[config.mk]
export PLATFORM = sky130hd
export DESIGN_NAME = button_event
export DESIGN_NICKNAME = d
export VERILOG_FILES = /design/src/rtl/button_event.sv
export SDC_FILE = /design/constraint.sdc
export NUM_CORES = 1
export LEC_CHECK = 0
export BUFFER_PORTS_ARGS = -buffer_cell sky130_fd_sc_hd__buf_2
export CORE_MARGIN = 1.5
export CORE_UTILIZATION = 40
export DETAILED_ROUTE_END_ITERATION = 12
export PLACE_DENSITY_LB_ADDON = 0.25
export SLEW_MARGIN = 5
export SYNTH_ARGS = -nofsm -noshare
export SYNTH_HDL_FRONTEND = slang
export SYNTH_SLANG_ARGS = --single-unit
[constraint.sdc]
create_clock -name CLK -period 4.4 [get_ports CLK]
set_input_delay 0.22 -clock CLK [delete_from_list [all_inputs] [get_ports CLK]]
set_output_delay 0.22 -clock CLK [all_outputs]
set_load 0.05 [all_outputs]
[src/rtl/button_event.sv]
// Turns a debounced button level into single-cycle click, double-click,
// long-press and auto-repeat pulses using one shared state timer.
module button_event #(
    parameter int unsigned LONG_CYC   = 50_000_000,
    parameter int unsigned DBL_CYC    = 15_000_000,
    parameter int unsigned REPEAT_CYC = 10_000_000,
    parameter int unsigned CNT_W      = 26,
    parameter bit          ACTIVE_LOW = 1'b1
) (
    input  logic CLK,
    input  logic RST,
    input  logic IN,
    output logic PRESSED,
    output logic CLICK,
    output logic DOUBLE,
    output logic LONG,
    output logic REPEAT
);

    typedef enum logic [2:0] {
        IDLE,
        PRESS1,
        WAIT2,
        PRESS2,
        HELD
    } state_t;

    localparam logic [CNT_W-1:0] LONG_LAST = CNT_W'(LONG_CYC - 1);
    localparam logic [CNT_W-1:0] DBL_LAST  = CNT_W'(DBL_CYC - 1);
    localparam logic [CNT_W-1:0] REP_LAST  = CNT_W'(REPEAT_CYC - 1);

    state_t           state;
    logic             p;
    logic [CNT_W-1:0] cnt;

    assign PRESSED = p;

    always_ff @(posedge CLK or posedge RST) begin
        if (RST) begin
            state  <= IDLE;
            cnt    <= '0;
            p      <= 1'b0;
            CLICK  <= 1'b0;
            DOUBLE <= 1'b0;
            LONG   <= 1'b0;
            REPEAT <= 1'b0;
        end else begin
            p      <= IN ^ ACTIVE_LOW;
            CLICK  <= 1'b0;
            DOUBLE <= 1'b0;
            LONG   <= 1'b0;
            REPEAT <= 1'b0;
            cnt    <= cnt + 1'b1;
            // Level changes are tested before timeouts so they win on the final count.
            case (state)
                IDLE: begin
                    if (p) begin
                        state <= PRESS1;
                        cnt   <= '0;
                    end
                end
                PRESS1: begin
                    if (!p) begin
                        state <= WAIT2;
                        cnt   <= '0;
                    end else if (cnt == LONG_LAST) begin
                        state <= HELD;
                        cnt   <= '0;
                        LONG  <= 1'b1;
                    end
                end
                WAIT2: begin
                    if (p) begin
                        state  <= PRESS2;
                        cnt    <= '0;
                        DOUBLE <= 1'b1;
                    end else if (cnt == DBL_LAST) begin
                        state <= IDLE;
                        cnt   <= '0;
                        CLICK <= 1'b1;
                    end
                end
                PRESS2: begin
                    if (!p) begin
                        state <= IDLE;
                        cnt   <= '0;
                    end
                end
                HELD: begin
                    if (!p) begin
                        state <= IDLE;
                        cnt   <= '0;
                    end else if (cnt == REP_LAST) begin
                        cnt    <= '0;
                        REPEAT <= 1'b1;
                    end
                end
                default: begin
                    state <= IDLE;
                    cnt   <= '0;
                end
            endcase
        end
    end

endmodule

## Word-level counts from Yosys, hierarchy flattened

Index checks and enable logic that the tools add are counted.

| word-level totals | value |
|---|---|
| flip-flop bits (word level) | 34 |
| output and inout port bits | 5 |
| bits of input ports | 3 |
| word-level logic and storage cells | 50 |

| cells by class | value |
|---|---|
| add/subtract/negate cells | 1 |
| equal/unequal tests | 11 |
| reduce and logical (&&, ||, !) cells | 3 |
| bitwise logic cells | 1 |
| mux-type cells | 27 |

Operator list:

| operator | count |
|---|---|
| $mux 26 | 8 |
| $pmux 26 s5 | 1 |
| $eq 26x24->1 const B | 2 |
| $add 26x1->26 const B | 1 |
| $eq 26x26->1 const B | 1 |
| $mux 3 | 6 |
| $pmux 3 s4 | 1 |
| $mux 1 | 11 |
| $eq 3x2->1 const B | 2 |
| $ne 3x3->1 const B | 2 |
| $ne 2x2->1 const B | 2 |
| $reduce_and 4->1 | 1 |
| $eq 3x1->1 const B | 1 |
| $eq 3x3->1 const B | 1 |
| $logic_not 3->1 | 1 |
| $reduce_or 2->1 | 1 |
| $not 1->1 | 1 |

## Depth between registers and ports, before layout

Gate-level depths: netlist of the first run.

| logic depth | value |
|---|---|
| word-level depth | 4 |
| gate-level depth with buffers | 7 |
| depth with buffers taken out | 6 |

## Least setup slack after synthesis of the first run

No wires, ideal clock.

| path | value |
|---|---|
| kind | reg2reg |
| start | reg cnt[8] |
| end | reg cnt[13] |
| cell stages (with the launch flop) | 7 |
| clock period less this slack | 2,325 ps |
| path slack | 2,075 ps |
| arrival time | 2,200 ps |
| setup time | 125 ps |
| path through | dfrtp_1 > or4b_1 > or4_1 > or4_4 > nor2_8 > buf_8 > nor3_1 |

| between the ends | value |
|---|---|
| word-level cells in the longest chain between the ends | 4 |
| elaborated cells between the ends (all ways) | 13 |
| classes of those cells | add/sub (1); eq/ne (3); mux (9) |

RTL lines:

| element | line | text |
|---|---|---|
| from (decl) | 34 | `logic [CNT_W-1:0] cnt;` |
| from (signal assigned) | 53 | `cnt <= cnt + 1'b1;` |
| $add 26x1->26 (tied with other cells) | 53 |  |
| $mux 26, on equally long branches | 93, 66, 77 |  |
| $mux 26, on equally long branches | 90, 63, 73 |  |
| $pmux 26 s5 * | 55 | `case (state)` |

Every way passes the cells marked *; elsewhere a longest branch is shown, timed or not.
A chain may end at the register's enable or synchronous reset.

## Worst setup path after layout of the first run

| path | value |
|---|---|
| start | reg cnt[17] |
| end | reg cnt[7] |

| between the ends | value |
|---|---|
| word-level cells in the longest chain between the ends | 4 |
| elaborated cells between the ends (all ways) | 10 |
| classes of those cells | eq/ne (3); mux (7) |

RTL lines:

| element | line | text |
|---|---|---|
| $eq 26x24->1 (tied with other cells) | 93 | `end else if (cnt == REP_LAST) begin` |
| $mux 26, on equally long branches | 93, 66, 77 |  |
| $mux 26, on equally long branches | 90, 63, 73 |  |
| $pmux 26 s5 * | 55 |  |

Marks and branches as above.

==> flow_summary.yaml, run 1 <==
run_status:
  status: "complete, no violations"
yosys:
  synth_top_area_share_pct: 46.5
  synthCells: 197
  yosysWarnings: 0
  syn_nets: 201
  synthArstFlopShare_pct: 100
  syn_avg_cell_area_sq_um: 9.28
  ys_seq_elements: 34
  yosysSeqAreaShare_pct: 46.5
  yosys.area.top_type: "dfrtp_1"
  synth_edf_count: 0
  synth_ff_type: "dfrtp_1"
  netlist_area_sq_um: 1830
  synth.area.top_cells: "dfrtp_1, xnor2_1, nor3_1"
  ys_types: 36
job:
  drv_cap: 0
worst_setup_path:
  cp_top_family: "simple AND/OR/NAND/NOR gates"
  start_kind: "flip-flop"
  endpoint_kind: "flip-flop"
  cp_slowest_cell: "or4_1"
  cp_cell_sequence: "or4_1 -> nor4_1 -> a31oi_1 -> nor3_2 -> buf_4 -> nor3_1"
  crit_buf_inv: 1
  crit_path_max_fanout: 17
  arrival_ns: 2.80
  crit_path_max_incr_delay_ns: 0.58
  critPathRequiredTime_ns: 4.56
  crit_type: "flip-flop to flip-flop"
floorplanning:
  core_sq_um: 4380
  die_y_microns: 70.6
  row_count: 24
  start_util_pct: 41.7
  die-area_sq_um: 4980
  io_pins: 8
  die_w_microns: 70.6
cells_and_area:
  area_delta_synth_final_pct: 9.10
  fillCellCount: 420
  final_common_cell: "dfrtp_1"
  layout_common_cells: "dfrtp_1, nor2_1, nor3_1"
  diodes: 0
  final_nets: 210
  drive_gt1_share_pct: 12.6
grt:
  grt_overflow: 0
  grt_pass1_wl_mm: 6.64
  grt_pass1_vias: 1365
  grt_use_total_pct: 17.2
  grt_max_degree: 35
  antenna_found_initial: 0
drt:
  first_iter_violations: 98
  routed_wl_mm: 3.84
  drc: 0
  antenna_left: 0
  avgRoutedWirePerCell_microns: 14.8
  drtPass1Iterations: 4
  viasPerCell: 5.57
  dr_total_vias: 1442
timing:
  fin_ws_ns: 1.77
  setup_viol: 0
  tightestPinTransition_ns: 0.703
  fin_setup_tns_ns: 0
  slew_viol_final: 0
  rsz0062_at_grt: "no"
  period_minus_slack_ns: 2.63
  fmax_mhz: 380
  period_share_pct: 59.8
  timing.slew.headroom_pct: 52.8
  finalClockSkew_ns: 0.00662
  hold_viol: 0
placement:
  routabilityCongestion: 0.846
  place_hpwl_mm: 2.73
  dpl_worst_slack_ns: 1.79
  port_buffers: 7
clock_network:
  postCtsSetupRepairBufs: 0
  cts_resized: 0
  cts-root-buf: "clkbuf_8"
  clk_pin_slew_worst_paths_ns: 0.07
  clock_latency_ns: 0.29
  cts-hold-fix-buffers: 0
  clock_path_buffers: 2
  cts_made_buffers: 5
  cts.htree.levels: 2
  cts_tree: "built"
  cts_num_sinks: 34
min_path:
  min-delay-path-class: "input port to async pin"
pwr:
  switching_share_pct: 24.2
  ir_worst_vdd_v: 0.000105
  p_int_uw: 455
  leakage_uw: 0.000772
  p_clk_share_pct: 40.1
  power.switching_uw: 145
  p_seq_share_pct: 54.0
  p_per_area_nw_per_um2: 301
  comb_power_share_pct: 5.9
registers in the layout (all words and copies together) (netlist names):
register / count
cnt: 26
state: 3
LONG: 1
REPEAT: 1
CLICK: 1
DOUBLE: 1
PRESSED: 1
power by group through the flow:
stage | clock (uW) | sequential [uW] | combinational [uW]
global placement | 0 | 330 | 36.1
floorplan | 0 | 333 | 23.5
finish | 241 | 324 | 35.6
global route | 261 | 325 | 41.6
detailed placement | 0 | 330 | 36.4
CTS | 247 | 324 | 36.4
logic make-up (layout without fill, tap and decap cells):
family	Yosys count	count (layout)	share of synthesized area (%)
AO/OA/AOI/OAI	13	13	4.11
XOR/XNOR	21	21	10.1
adder cells (fa/ha/maj)	1	1	0.684
buffers and inverters	16	26	4.04
flip-flops	34	34	46.5
AND/OR/NAND/NOR	112	112	34.6
cell type report:
cell class | instances | area [sq um] | area share (%)
clock buffer | 7 | 86.3 | 4.33
clock inverter | 1 | 5.00 | 0.251
inverter | 9 | 33.8 | 1.69
multi-input combinational | 147 | 903 | 45.3
sequential | 34 | 851 | 42.7
tap | 52 | 65.1 | 3.26
timing repair buffer | 9 | 50.0 | 2.51
metrics by stage:
stage               power [uW]  area (sq um)  instances  utilization [%]  hold WS, ns
global route               627          1990        259             45.5       0.0615
global placement           366          1900        251             43.4        0.329
detailed placement         367          1900        251             43.4        0.339
CTS                        607          1990        259             45.5       0.0266
finish                     600          1990        259             45.5       0.0107
floorplan                  356          1830        197                -        0.279
tightest hold or removal path, cell delays in order:
cell	delay [ns]
buf_2	0.09
inv_1	0.04
buf_4	0.37
metal layers:
metal	vias up	wire length (microns)	global-route usage, %
li1	717	-	-
met1	689	1880	24.5
met2	28	1740	24.6
met3	8	127	4.27
met4	0	85	7.97
met5	-	0	0
final timing paths:
path                                           start                    to  slack [ns]  cells past startpoint
worst max register to register     cnt[17]$_DFF_PP0_      cnt[7]$_DFF_PP0_        1.77                      6
worst max-delay path               cnt[17]$_DFF_PP0_      cnt[7]$_DFF_PP0_        1.77                      6
min in group CLK                                  IN     PRESSED$_DFF_PP0_        0.07                      2
worst min-delay path                             RST     cnt[25]$_DFF_PP0_        0.01                      3
max in group asynchronous                        RST        LONG$_DFF_PP0_        4.08                      3
worst min register to register  state[2]$_DFFE_PP0P_  state[1]$_DFFE_PP0P_        0.49                      1
synthesized netlist by cell type (2+ instances only):
library cell	number
nand2b_1	5
a21oi_1	5
nand2_1	14
or3_1	2
nor2_1	23
nor4_1	9
dfrtp_1	34
or4_1	3
nand3_1	10
inv_1	9
o211ai_1	2
nand3b_1	2
a31oi_1	2
o21ai_0	3
xnor2_1	13
nand4_1	6
nor3_1	21
and4_1	2
clkbuf_1	4
buf_2	2
or2_2	4
xor2_1	8
No activity file was read; power rests on OpenSTA's default activity.
==> run 2, diff against run 1 <==
clock period = 2.7 ns   (was 4.4 ns; I/O delays follow)
==> flow_summary.yaml, run 2 (same netlist as run 1, synthesis figures left out) <==
run_status:
  status: "complete, no violations"
timing:
  period_minus_slack_ns: 2.46
  finalClockSkew_ns: 0.00387
  timing.slew.headroom_pct: 58.4
  period_share_pct: 91.2
  fin_setup_tns_ns: 0
  fmax_mhz: 406
  slew_viol_final: 0
  setup_viol: 0
  tightestPinTransition_ns: 0.623
  rsz0062_at_grt: "no"
  hold_viol: 0
cells_and_area:
  drive_gt1_share_pct: 14.5
  postLayoutCoreUtil_pct: 46.8
  final_common_cell: "dfrtp_1"
  largest_register_ffs: 26
  area_delta_synth_final_pct: 12.3
  regMostFlops: "cnt"
  final_nets: 217
  reg_top3: "cnt: 26 flops, state: 3 flops"
  finalInstanceArea_sq_um: 2050
  diodes: 0
  fillCellCount: 421
  layout_common_cells: "dfrtp_1, nor2_1, nor3_1"
placement:
  placed_area_sq_um: 1940
  port_buffers: 7
  routabilityCongestion: 0.883
  place_hpwl_mm: 2.78
worst_setup_path:
  worstRegToRegCells: 5
  endpoint_kind: "flip-flop"
  critPathRequiredTime_ns: 2.86
  arrival_ns: 2.63
  crit_start: "cnt[11]$_DFF_PP0_"
  start_kind: "flip-flop"
  crit_type: "flip-flop to flip-flop"
  rr_startpoint: "cnt[11]$_DFF_PP0_"
  crit_path_max_fanout: 14
pwr:
  p_clk_share_pct: 39.5
  p_int_uw: 745
  leakage_uw: 0.000805
  comb_power_share_pct: 6.4
  p_per_area_nw_per_um2: 476
  p_seq_share_pct: 54.1
  power.switching_uw: 232
  ir_worst_vdd_v: 0.000196
  switching_share_pct: 23.7
drt:
  antenna_left: 0
  dr_total_vias: 1433
  first_iter_violations: 99
  drc: 0
  viasPerCell: 5.39
  routed_wl_mm: 3.84
  drtPass1Iterations: 4
  avgRoutedWirePerCell_microns: 14.4
grt:
  grt_max_degree: 19
  grt_pass1_wl_mm: 6.77
  grt_use_total_pct: 17.5
  grt_pass1_vias: 1365
  antenna_found_initial: 0
  grt_overflow: 0
floorplanning:
  core_sq_um: 4380
  die-area_sq_um: 4980
  row_count: 24
  io_pins: 8
  die_y_microns: 70.6
  start_util_pct: 41.7
  die_w_microns: 70.6
clock_network:
  clk_pin_slew_worst_paths_ns: 0.07
  cts_tree: "built"
  cts.htree.levels: 2
  cts_num_sinks: 34
  cts_resized: 0
  cts_made_buffers: 5
  cts-root-buf: "clkbuf_8"
  clock_latency_ns: 0.28
  clock_path_buffers: 2
job:
  drv_cap: 0
min_path:
  min-delay-path-class: "input port to async pin"
==> run 2: path summary, 6_finish.rpt <==
check                                       end  slack, ns
max                           cnt[12]$_DFF_PP0_       0.24
max in group asynchronous      cnt[6]$_DFF_PP0_       1.56
min in group CLK           state[1]$_DFFE_PP0P_       0.48
min reg2reg                state[1]$_DFFE_PP0P_       0.48
max reg2reg                   cnt[12]$_DFF_PP0_       0.24
min                           cnt[22]$_DFF_PP0_       0.47
==> run 2: metal layers <==
layer  vias to the layer above  track usage (%)  routed length, microns
li1                        727                -                       -
met1                       660             25.7                    1940
met2                        40             23.6                    1640
met3                         6             4.27                     193
met4                         0             9.43                      65
met5                         -                0                       0
==> run 2: power by group through the flow <==
stage	Sequential (uW)	Clock [uW]	Combinational, uW
floorplan	542	0	38.3
global placement	538	0	60.6
detailed placement	538	0	61.1
CTS	529	397	63.4
global route	530	422	71.2
finish	529	386	62.2
==> run 2: worst max-delay path: stages (launching register included) <==
cell and delay [ns]:
dfrtp_1 0.44, or4b_1 0.58, or4_1 0.42, or4_4 0.59
nor2_8 0.22, nor3_1 0.09
==> run 2: what timing repair did <==
item / in CTS / in global routing
hold buffers: 2 / 0
buffers inserted: 0 / 0
hold endpoints to repair: 17 / 0
endpoints found under the setup margin: 0 / 0
==> run 2: final cells by class <==
cell class / count / area [sq um] / area share [%]
Inverter: 9 / 33.8 / 1.65
Clock buffer: 7 / 86.3 / 4.21
Clock inverter: 1 / 5.00 / 0.244
Sequential cell: 34 / 851 / 41.5
Timing Repair Buffer: 16 / 108 / 5.24
Tap cell: 52 / 65.1 / 3.17
Multi-Input combinational cell: 147 / 903 / 44.0
==> run 2: per-stage QoR <==
step	hold slack, ns	setup WS, ns	std cells	total power [uW]
after floorplan	0.194	0.375	197	581
after global placement	0.237	0.321	256	599
after detailed placement	0.253	0.249	256	599
after CTS	0.478	0.241	266	989
after global routing	0.512	0.139	266	1020
final	0.467	0.238	266	977
==> run 3, diff against run 2 <==
GPL_TIMING_DRIVEN = 0   (was unset)
==> flow_summary.yaml, run 3 (same netlist as run 1, synthesis figures left out) <==
run_status:
  status: "finished with violations"
  violations: "hold timing"
clock_network:
  clock_path_buffers: 2
  cts-root-buf: "clkbuf_8"
  clock_latency_ns: 0.29
  cts.htree.levels: 2
  clk_pin_slew_worst_paths_ns: 0.07
  cts_num_sinks: 34
  cts_made_buffers: 5
  postCtsSetupRepairBufs: 0
  cts_tree: "built"
cells_and_area:
  largest_register_ffs: 26
  drive_gt1_share_pct: 15.0
  finalInstanceArea_sq_um: 2080
  stdcell_count: 265
  diodes: 0
  layout_common_cells: "dfrtp_1, nor2_1, nor3_1"
  reg_top3: "cnt: 26 flops, state: 3 flops"
  regMostFlops: "cnt"
  final_common_cell: "dfrtp_1"
  area_delta_synth_final_pct: 13.9
  final_nets: 216
worst_setup_path:
  cp_top_family: "simple AND/OR/NAND/NOR gates"
  arrival_ns: 2.71
  crit_buf_inv: 1
  cp_slowest_cell: "or4_1"
  crit_path_max_fanout: 10
  endpoint_kind: "flip-flop"
  critPathRequiredTime_ns: 2.87
  cp_cell_sequence: "or4_1 -> nor4_1 -> a31oi_2 -> nor3_4 -> buf_2 -> nor3_1"
  start_kind: "flip-flop"
  crit_type: "flip-flop to flip-flop"
  crit_path_max_incr_delay_ns: 0.61
drt:
  viasPerCell: 5.55
  drc: 0
  drtPass1Iterations: 4
  dr_total_vias: 1472
  first_iter_violations: 131
  avgRoutedWirePerCell_microns: 15.0
  antenna_left: 0
  routed_wl_mm: 3.96
min_path:
  min-delay-path-class: "input port to async pin"
placement:
  port_buffers: 7
  routabilityCongestion: 0.806
  placed_area_sq_um: 1930
  place_hpwl_mm: 2.75
  placed_cells: 256
pwr:
  leakage_uw: 0.000813
  p_per_area_nw_per_um2: 499
  ir_worst_vdd_v: 0.000186
  fin_total_pwr_uw: 1040
grt:
  grt_use_total_pct: 18.0
  antenna_found_initial: 0
  grt_overflow: 0
  grt_pass1_wl_mm: 6.91
  grt_pass1_vias: 1448
  grt_max_degree: 35
floorplanning:
  row_count: 24
  die_w_microns: 70.6
  io_pins: 8
  core_sq_um: 4380
  start_util_pct: 41.7
  die_y_microns: 70.6
  die-area_sq_um: 4980
timing:
  period_minus_slack_ns: 2.54
  hold_viol: 34
  rsz0062_at_grt: "no"
  timing.slew.headroom_pct: 53.6
  slew_viol_final: 0
  fin_setup_tns_ns: 0
  period_share_pct: 93.9
  fin_hold_ws_ns: -0.0561
  finalClockSkew_ns: 0.00298
  fmax_mhz: 394
  tightestPinTransition_ns: 0.695
  setup_viol: 0
job:
  drv_cap: 0
==> run 3: worst paths after layout <==
kind	startpoint	slack, ns	endpoint	depth (start not counted)
worst max-delay path	cnt[17]$_DFF_PP0_	0.16	cnt[20]$_DFF_PP0_	6
worst min-delay path	RST	-0.06	cnt[7]$_DFF_PP0_	2
worst max register to register	cnt[17]$_DFF_PP0_	0.16	cnt[20]$_DFF_PP0_	6
worst min register to register	state[2]$_DFFE_PP0P_	0.48	state[1]$_DFFE_PP0P_	1
max in group asynchronous	RST	2.31	cnt[23]$_DFF_PP0_	2
min in group CLK	state[2]$_DFFE_PP0P_	0.48	state[1]$_DFFE_PP0P_	1
==> run 3: area by class of cell <==
cell class / instances / area [sq um]
inverter: 9 / 33.8
clock buffer: 8 / 110
fill: 426 / 2300
multi-input combinational: 147 / 937
buffer: 7 / 40.0
timing repair buffer: 8 / 45.0
tap: 52 / 65.1
sequential: 34 / 851
==> run 3: timing repair <==
item,in CTS,in global routing
resized for setup,0,5
setup endpoints to repair,0,21
hold buffers,1,0
endpoints found under the hold margin,1,0
==> run 3: metal layers <==
metal	global-route usage, %	vias up	part of all wire, %
li1	-	731	-
met1	23.5	714	49
met2	28.7	22	46
met3	3.85	5	3.2
met4	8.18	0	2.2
met5	0	-	0
==> run 3: per-stage QoR <==
| stage | worst slack, ns | utilization (%) | hold WS (ns) |
|---|---|---|---|
| 2_1_floorplan | 0.375 | - | 0.194 |
| 3_3_place_gp | 0.111 | 44.0 | 0.283 |
| 3_5_place_dp | 0.0811 | 44.0 | 0.281 |
| 4_1_cts | 0.0662 | 46.7 | 0.238 |
| 5_1_grt | 0.0438 | 47.5 | 0.0298 |
| 6_report | 0.165 | 47.5 | -0.0561 |
==> run 3: power breakdown <==
group,switching (uW),internal (uW),total (uW)
combinational,42.2,17.8,60.0
clock,193,258,451
sequential,9.97,519,529
